[config.mk]
export PLATFORM = sky130hd
export DESIGN_NAME = rc_arbiter_flat
export DESIGN_NICKNAME = d
export VERILOG_FILES = /design/src/rtl/rc_arbiter_if.sv /design/src/rtl/rc_arbiter.sv /design/src/flat_wrapper.sv
export SDC_FILE = /design/constraint.sdc
export NUM_CORES = 1
export LEC_CHECK = 0
export ABC_AREA = 1
export CAP_MARGIN = 40
export CORE_UTILIZATION = 47
export CTS_BUF_LIST = sky130_fd_sc_hd__clkbuf_4
export DETAILED_ROUTE_END_ITERATION = 16
export GPL_TIMING_DRIVEN = 0
export PLACE_DENSITY = 0.95
export REMOVE_ABC_BUFFERS = 1
export SLEW_MARGIN = 10
export SYNTH_ARGS = -nofsm -noshare
export SYNTH_HDL_FRONTEND = slang
export SYNTH_SLANG_ARGS = --single-unit
export TNS_END_PERCENT = 100
[constraint.sdc]
create_clock -name clock -period 2.14 [get_ports clock]
set_input_delay 0.428 -clock clock [delete_from_list [all_inputs] [get_ports clock]]
set_output_delay 0.428 -clock clock [all_outputs]
set_load 0.01 [all_outputs]
[src/rtl/rc_arbiter_if.sv]
// Request/grant and ICAP-controller signal bundle for rc_arbiter.
// slave = arbiter side, master = requester / icapi side.
interface rc_arbiter_if;
  logic [2:0]  req;
  logic [5:0]  req_rm;
  logic [2:0]  gnt;
  logic [2:0]  isolate;
  logic [2:0]  done;
  logic [2:0]  err;
  logic        busy;
  logic        rc_start;
  logic        rc_bop;
  logic [31:0] rc_baddr;
  logic [31:0] rc_bsize;
  logic        rc_done;

  modport slave (
    input  req, req_rm, rc_done,
    output gnt, isolate, done, err, busy,
    output rc_start, rc_bop, rc_baddr, rc_bsize
  );

  modport master (
    output req, req_rm, rc_done,
    input  gnt, isolate, done, err, busy,
    input  rc_start, rc_bop, rc_baddr, rc_bsize
  );
endinterface

[src/rtl/rc_arbiter.sv]
// Round-robin reconfiguration arbiter for three RRs feeding one icapi.
// Skips reloads of an already-resident RM and aborts stalled loads.
module rc_arbiter #(
  parameter int unsigned HDR_SIZE = 16,
  parameter int unsigned TIMEOUT  = 4096
) (
  input logic          clock,
  input logic          rst_n,
  rc_arbiter_if.slave  bus
);

  localparam int unsigned CW = $clog2(TIMEOUT + 1);

  typedef enum logic [2:0] {
    S_IDLE,
    S_LOAD,
    S_START,
    S_WAIT,
    S_FINISH
  } state_t;

  state_t          r_state;
  state_t          w_next;
  logic [1:0]      r_sel;
  logic [1:0]      r_rm;
  logic            r_inv;
  logic [1:0]      r_ptr;
  logic [2:0][1:0] r_lrm;
  logic [CW-1:0]   r_cnt;
  logic [2:0]      r_err;
  logic [31:0]     r_baddr;
  logic [31:0]     r_bsize;

  logic [1:0]      w_pick;
  logic [1:0]      w_rm;
  logic            w_valid;
  logic [31:0]     w_addr;
  logic [31:0]     w_tsize;
  logic [2:0]      w_oh;
  logic [1:0]      w_lrm;
  logic            w_sel_go;
  logic            w_tout;

  // Search starts at the RR after the last one served.
  always_comb begin
    w_pick = 2'd0;
    case (r_ptr)
      2'd0:    w_pick = bus.req[1] ? 2'd1 :
                        bus.req[2] ? 2'd2 : 2'd0;
      2'd1:    w_pick = bus.req[2] ? 2'd2 :
                        bus.req[0] ? 2'd0 : 2'd1;
      default: w_pick = bus.req[0] ? 2'd0 :
                        bus.req[1] ? 2'd1 : 2'd2;
    endcase
  end

  always_comb begin
    w_rm = bus.req_rm[1:0];
    case (w_pick)
      2'd0:    w_rm = bus.req_rm[1:0];
      2'd1:    w_rm = bus.req_rm[3:2];
      default: w_rm = bus.req_rm[5:4];
    endcase
  end

  always_comb begin
    w_valid = 1'b1;
    w_addr  = '0;
    w_tsize = '0;
    case ({w_pick, w_rm})
      4'b00_00: begin w_addr = 32'h000; w_tsize = 32'd16;  end
      4'b00_01: begin w_addr = 32'h020; w_tsize = 32'd16;  end
      4'b01_00: begin w_addr = 32'h040; w_tsize = 32'd48;  end
      4'b01_01: begin w_addr = 32'h080; w_tsize = 32'd48;  end
      4'b10_00: begin w_addr = 32'h0C0; w_tsize = 32'd112; end
      4'b10_01: begin w_addr = 32'h140; w_tsize = 32'd112; end
      4'b10_10: begin w_addr = 32'h1C0; w_tsize = 32'd112; end
      default:  w_valid = 1'b0;
    endcase
  end

  always_comb begin
    w_lrm = r_lrm[0];
    case (r_sel)
      2'd0:    w_lrm = r_lrm[0];
      2'd1:    w_lrm = r_lrm[1];
      default: w_lrm = r_lrm[2];
    endcase
  end

  assign w_oh     = 3'b001 << r_sel;
  assign w_sel_go = (r_state == S_IDLE) && (|bus.req);
  assign w_tout   = (r_state == S_WAIT) && !bus.rc_done &&
                    (r_cnt == CW'(TIMEOUT - 1));

  always_comb begin
    w_next = r_state;
    case (r_state)
      S_IDLE:
        if (|bus.req) w_next = S_LOAD;
      S_LOAD:
        if (r_inv)              w_next = S_IDLE;
        else if (r_rm == w_lrm) w_next = S_FINISH;
        else                    w_next = S_START;
      S_START:
        w_next = S_WAIT;
      S_WAIT:
        if (bus.rc_done) w_next = S_FINISH;
        else if (w_tout) w_next = S_IDLE;
      S_FINISH:
        w_next = S_IDLE;
      default:
        w_next = S_IDLE;
    endcase
  end

  always_ff @(posedge clock or negedge rst_n) begin
    if (!rst_n) begin
      r_state <= S_IDLE;
      r_sel   <= 2'd0;
      r_rm    <= 2'd0;
      r_inv   <= 1'b0;
      r_ptr   <= 2'd2;
      r_lrm   <= {3{2'b11}};
      r_cnt   <= '0;
      r_err   <= '0;
      r_baddr <= 32'hFFFF_FFFF;
      r_bsize <= 32'hFFFF_FFFF;
    end else begin
      r_state <= w_next;
      r_err   <= '0;
      if (w_sel_go) begin
        r_sel <= w_pick;
        r_ptr <= w_pick;
        r_rm  <= w_rm;
        r_inv <= !w_valid;
        if (w_valid) begin
          r_baddr <= w_addr;
          r_bsize <= w_tsize + 32'(HDR_SIZE);
        end else begin
          r_err <= 3'b001 << w_pick;
        end
      end
      if (r_state == S_START)
        r_cnt <= '0;
      else if (r_state == S_WAIT)
        r_cnt <= r_cnt + CW'(1);
      for (int i = 0; i < 3; i++) begin
        if (w_oh[i] && r_state == S_WAIT) begin
          if (bus.rc_done)
            r_lrm[i] <= r_rm;
          else if (w_tout)
            r_lrm[i] <= 2'b11;
        end
      end
      if (w_tout)
        r_err <= w_oh;
    end
  end

  assign bus.gnt      = (r_state != S_IDLE) ? w_oh : 3'b000;
  assign bus.isolate  = bus.gnt;
  assign bus.done     = (r_state == S_FINISH) ? w_oh : 3'b000;
  assign bus.err      = r_err;
  assign bus.busy     = (r_state != S_IDLE);
  assign bus.rc_start = (r_state == S_START);
  assign bus.rc_bop   = 1'b1;
  assign bus.rc_baddr = r_baddr;
  assign bus.rc_bsize = r_bsize;

endmodule

[src/flat_wrapper.sv]
// flat-port wrapper written by rule: the top's interface ports become plain ports
module rc_arbiter_flat 
#(
  parameter int unsigned HDR_SIZE = 16,
  parameter int unsigned TIMEOUT  = 4096
)
  (clock, rst_n, bus_req, bus_req_rm, bus_rc_done, bus_gnt, bus_isolate, bus_done, bus_err, bus_busy, bus_rc_start, bus_rc_bop, bus_rc_baddr, bus_rc_bsize);
  rc_arbiter_if bus_i ();
  input logic clock;
  input logic rst_n;
  input wire logic [$bits(bus_i.req)-1:0] bus_req;
  input wire logic [$bits(bus_i.req_rm)-1:0] bus_req_rm;
  input wire logic [$bits(bus_i.rc_done)-1:0] bus_rc_done;
  output wire logic [$bits(bus_i.gnt)-1:0] bus_gnt;
  output wire logic [$bits(bus_i.isolate)-1:0] bus_isolate;
  output wire logic [$bits(bus_i.done)-1:0] bus_done;
  output wire logic [$bits(bus_i.err)-1:0] bus_err;
  output wire logic [$bits(bus_i.busy)-1:0] bus_busy;
  output wire logic [$bits(bus_i.rc_start)-1:0] bus_rc_start;
  output wire logic [$bits(bus_i.rc_bop)-1:0] bus_rc_bop;
  output wire logic [$bits(bus_i.rc_baddr)-1:0] bus_rc_baddr;
  output wire logic [$bits(bus_i.rc_bsize)-1:0] bus_rc_bsize;
  assign bus_i.req = bus_req;
  assign bus_i.req_rm = bus_req_rm;
  assign bus_i.rc_done = bus_rc_done;
  assign bus_gnt = bus_i.gnt;
  assign bus_isolate = bus_i.isolate;
  assign bus_done = bus_i.done;
  assign bus_err = bus_i.err;
  assign bus_busy = bus_i.busy;
  assign bus_rc_start = bus_i.rc_start;
  assign bus_rc_bop = bus_i.rc_bop;
  assign bus_rc_baddr = bus_i.rc_baddr;
  assign bus_rc_bsize = bus_i.rc_bsize;
  rc_arbiter #(.HDR_SIZE(HDR_SIZE), .TIMEOUT(TIMEOUT)) u_core (.clock(clock), .rst_n(rst_n), .bus(bus_i));
endmodule
== Word-level counts from Yosys, hierarchy flattened ==
Index checks and enable logic that the tools add are counted.
Word-level totals
  input port bits: 12
  flip-flop bits (word level): 96
  word-level logic and storage cells: 86
  output and inout port bits: 79
Operators by class
  add/subtract/negate cells: 2
  equal/unequal tests: 17
  shifts and indexed selects: 2
  mux-type cells: 27
  reductions and logical operators: 26
Operators by type and width (count)
  one-hot mux 9 bit (6 select lines): 1
  two-way mux 3 bit: 10
  two-way mux 13 bit: 2
  one-hot mux 7 bit (3 select lines): 1
  two-way mux 2 bit: 7
  adder 13 x 1 -> 13 bit, second input constant: 1
  == test 13 x 12 -> 1 bit, second input constant: 1
  == test 4 bit, second input constant: 3
  one-hot mux 2 bit (2 select lines): 3
  one-hot mux 3 bit (4 select lines): 1
  AND reduction 2 bit: 5
  adder 7 x 5 -> 8 bit, second input constant: 1
  == test 4 x 3 -> 1 bit, second input constant: 2
  OR reduction 7 bit: 1
  == test 2 x 1 -> 1 bit, second input constant: 3
  == test 3 x 2 -> 1 bit, second input constant: 2
  logical AND 1 bit: 6
  zero test 2 bit: 3
  OR reduction 3 bit: 2
  << shifter 1 x 2 -> 3 bit, first input constant: 2
  == test 4 x 1 -> 1 bit, second input constant: 1
  zero test 4 bit: 1
  nonzero test 2 bit: 2
  OR reduction 2 bit: 2
  9 further kinds: 11

== Longest topological paths before layout ==
  depth after elaboration: 11
  gate-level depth with buffers: 11
  depth with buffers taken out: 11

== Worst setup path after synthesis ==
No wires, ideal clock.
  kind: register to output
  start: register, netlist name u_core.bus.rc_bsize[30]
  end: output bus_rc_baddr[10]
  buffers on the path: 1
  cell stages (with the launch flop): 2
  slack: 480 ps
  arrival time: 1232 ps
  path through: dfstp_2 > buf_4
RTL lines
  end, declared: line flat_wrapper.sv:21  | output wire logic [$bits(bus_i.rc_baddr)-1:0] bus_rc_baddr;

== Worst setup path in the final report ==
  start: register u_core.r_sel[1]
  end: output bus_isolate[0]
On the way
  cells in the longest elaborated chain, start to end: 2
Ends and longest elaborated chain
  start, declared: line rc_arbiter.sv:24  | logic [1:0] r_sel;
  start signal, assigned: line rc_arbiter.sv:133  | r_sel <= w_pick;
  << shifter 1 x 2 -> 3 bit: line rc_arbiter.sv:91  | assign w_oh = 3'b001 << r_sel;
  two-way mux 3 bit: line rc_arbiter.sv:161  | assign bus.gnt = (r_state != S_IDLE) ? w_oh : 3'b000;
  end, declared: line flat_wrapper.sv:15  | output wire logic [$bits(bus_i.isolate)-1:0] bus_isolate;
Every way passes these cells.

==> reports/qor.csv <==
stage,metric,value,unit
floorplanning,io_pins,91,
logic_synthesis,synth-async-reset-ratio,100.0,%
drt,vias,2249,
logic_synthesis,ys.flop_type,dfrtp_1,
sta,min_period_over_period,97.23,%
clocking,cts.sinks,40,
critical_path,crit_path_end_kind,output pin,
clocking,path_clk_slew,0.12,ns
critical_path,critPathMaxFanout,4,
sta,setup_ws,0.05927,ns
layout,num_antenna_cells,0,
layout,seq_area,1030,sq um
logic_synthesis,yosys.area.top_type,dfrtp_1,
clocking,cts_tree,yes,
clocking,cts_max_path_buffers,2,
layout,nNetsFinal,386,
sta,rsz0062_at_grt,no,
sta,finalHoldViolations,0,
grt,grt_first_pass_wirelength,9735,um
logic_synthesis,synth_compound_area_share,10.23,%
power,powerDensity,975.4,nW/um^2
sta,max_clock_freq,480.6,MHz
grt,antenna_found_initial,0,
layout,drive_gt1_share,21.39,%
logic_synthesis,synth_area_leaders,"dfrtp_1, buf_4, dfstp_2, nand2_1, inv_1",
logic_synthesis,synth.area.mux_share,0,%
drt,drc_errors,0,
place,dp_hpwl,4079,um
floorplanning,die-area,5817,sq um
drt,drtAntennaViolNets,0,
layout,final_cell_mix,"nand2_1, dlygate4sd2_1, inv_1",
floorplanning,start_util,49.81,%
layout,stdcell_area,3282,sq um
critical_path,crit_arrival,1.65,ns
logic_synthesis,syn_avg_cell_area,8.002,sq um
critical_path,start_kind,register,
sta,finalClockSkew,0.01353,ns
layout,multi_input_area,980.9,sq um
logic_synthesis,synth_top_family_by_area,simple AND/OR/NAND/NOR gates,
layout,area_delta_synth_final,26.59,%
logic_synthesis,synth_area,2592,sq um
logic_synthesis,ys_seq_area_share,39.38,%
sta,finalSetupTns,0,ns
layout,final_common_cell,nand2_1,
grt,overflow,0,
layout,num-fill-cells,453,
floorplanning,placeableCoreArea,5205,sq um
power,p_leak,0.001937,uW
grt,first_global_vias,2224,
logic_synthesis,yosys.area_share.simple,24.95,%
status,outcome,completed,
clocking,cts_max_level,2,
logic_synthesis,yosys_warnings,0,
clocking,clkLatencyLatePin,0.35,ns
critical_path,worstPathRequired,1.71,ns
floorplanning,die_w,76.27,um
drt,wl_per_cell,12.92,um
drt,wl,5738,um
floorplanning,die_height,76.27,um
critical_path,critPathKind,reg -> out,
grt,grt_max_degree,35,
flow_run,maxCapViolCount,0,
logic_synthesis,synth_cell_type_count,35,
logic_synthesis,synth-edff-count,0,
drt,viasPerCell,5.065,
logic_synthesis,synth_top_area_share,23.17,%
place,io_buffers,89,
logic_synthesis,synthAdderAreaFrac,0.4826,%
clocking,clockRootBuffer,clkbuf_4,
sta,fin_crit,2.081,ns
drt,drtIter0Drc,129,
logic_synthesis,synth_cells,324,
place,place.gp.congestion,0.9037,
place,place_area,3123,sq um
sta,finalMaxSlewViolations,0,
clocking,cts_made_buffers,5,
critical_path,r2r_slack,0.37,ns
place,post-place-ws,-0.03907,ns
sta,setup-violations-final,0,
logic_synthesis,synth-xor-area-share,1.014,%
floorplanning,rows,26,
grt,groute.usage.overall,20.28,%
min_path,hold_path.class,in -> async,
power,irDropWorstVdd,0.8546,mV
logic_synthesis,synth-seq-cells,40,
drt,dr.pass1.iters,4,
-- final cells by class --
type / instances / share of cell area, %
clock buffer: 5 / 1.144
clock inverter: 3 / 0.4194
inverter: 41 / 4.689
multi-input combinational: 183 / 29.89
sequential: 40 / 31.38
tap: 70 / 2.669
timing repair buffer: 102 / 29.81
-- report_power, final --
group / internal (uW) / switching, uW / leakage (uW) / total [uW]
Combinational: 644 / 962 / 0.00142 / 1610
Clock: 121 / 249 / 0.0000324 / 370
Sequential: 1050 / 178 / 0.000483 / 1230
-- logic make-up after synthesis --
group,after synthesis
simple gates,135
buf+inv,101
compound gates,43
flops,40
xor+xnor,3
fa+ha+maj,1
other cells,1
-- critical path, stage by stage, from the launching register on --
cell and delay, ns:
dfrtp_2 0.43, buf_4 0.16, nor2_2 0.16, inv_1 0.11, nor2_1 0.15, dlygate4sd2_1 0.29
-- repair_timing --
action / in CTS / in global routing
endpoints found under the hold margin: 6 / 0
buffers inserted: 11 / 0
resized for setup: 63 / 16
hold buffers: 1 / 0
setup endpoints to repair: 67 / 19
pin swaps: 2 / 1
-- cells in the mapped netlist (all sizes together), types with 2 or more instances --
cell,count
nand2,65
buf,60
inv,41
nor2,37
o21ai,27
dfrtp,24
nand3,23
dfstp,16
a21oi,7
nor3,5
o22ai,4
nand4,3
o21bai,2
xor2,2
-- final timing paths --
| check | startpoint | endpoint | depth (start not counted) |
|---|---|---|---|
| worst max-delay path | u_core.r_sel[1] | bus_isolate[0] | 5 |
| worst min-delay path | rst_n | u_core.r_cnt[5] | 2 |
| worst max register to register | u_core.r_cnt[0] | u_core.r_lrm[5] | 10 |
| worst min register to register | u_core.bus.rc_bsize[4] | u_core.bus.rc_bsize[4] | 2 |
| max in group asynchronous | rst_n | u_core.r_lrm[4] | 3 |
| min in group clock | u_core.bus.rc_bsize[4] | u_core.bus.rc_bsize[4] | 2 |
-- per-layer routing --
layer | global-route usage [%] | up-vias | part of all wire, %
li1 | - | 1069 | -
met1 | 22.92 | 1039 | 40
met2 | 36.22 | 128 | 49
met3 | 5.629 | 13 | 9.3
met4 | 7.500 | 0 | 1.4
met5 | 0 | - | 0
-- registers in the layout (all words and copies together) (netlist names) --
signal and cells:
u_core.r_sel 1, u_core.r_rm 2, u_core.r_cnt 13, u_core.r_inv 1
u_core.bus.err 3, u_core.bus.rc_bsize 5, u_core.r_ptr 2, u_core.r_lrm 6
u_core.r_state 3, u_core.bus.rc_baddr 4
-- per-stage QoR --
step / total power, uW / hold slack [ns] / cells / util [%]
2_1_floorplan: 2128 / 0.1324 / 264 / -
3_3_place_gp: 2638 / 0.4338 / 423 / 59.71
3_5_place_dp: 2702 / 0.2787 / 424 / 60.00
4_1_cts: 3155 / 0.4378 / 444 / 62.28
5_1_grt: 3416 / 0.4531 / 444 / 63.05
6_report: 3201 / 0.4316 / 444 / 63.05
Note: power is estimated with default switching activity, not from simulation.
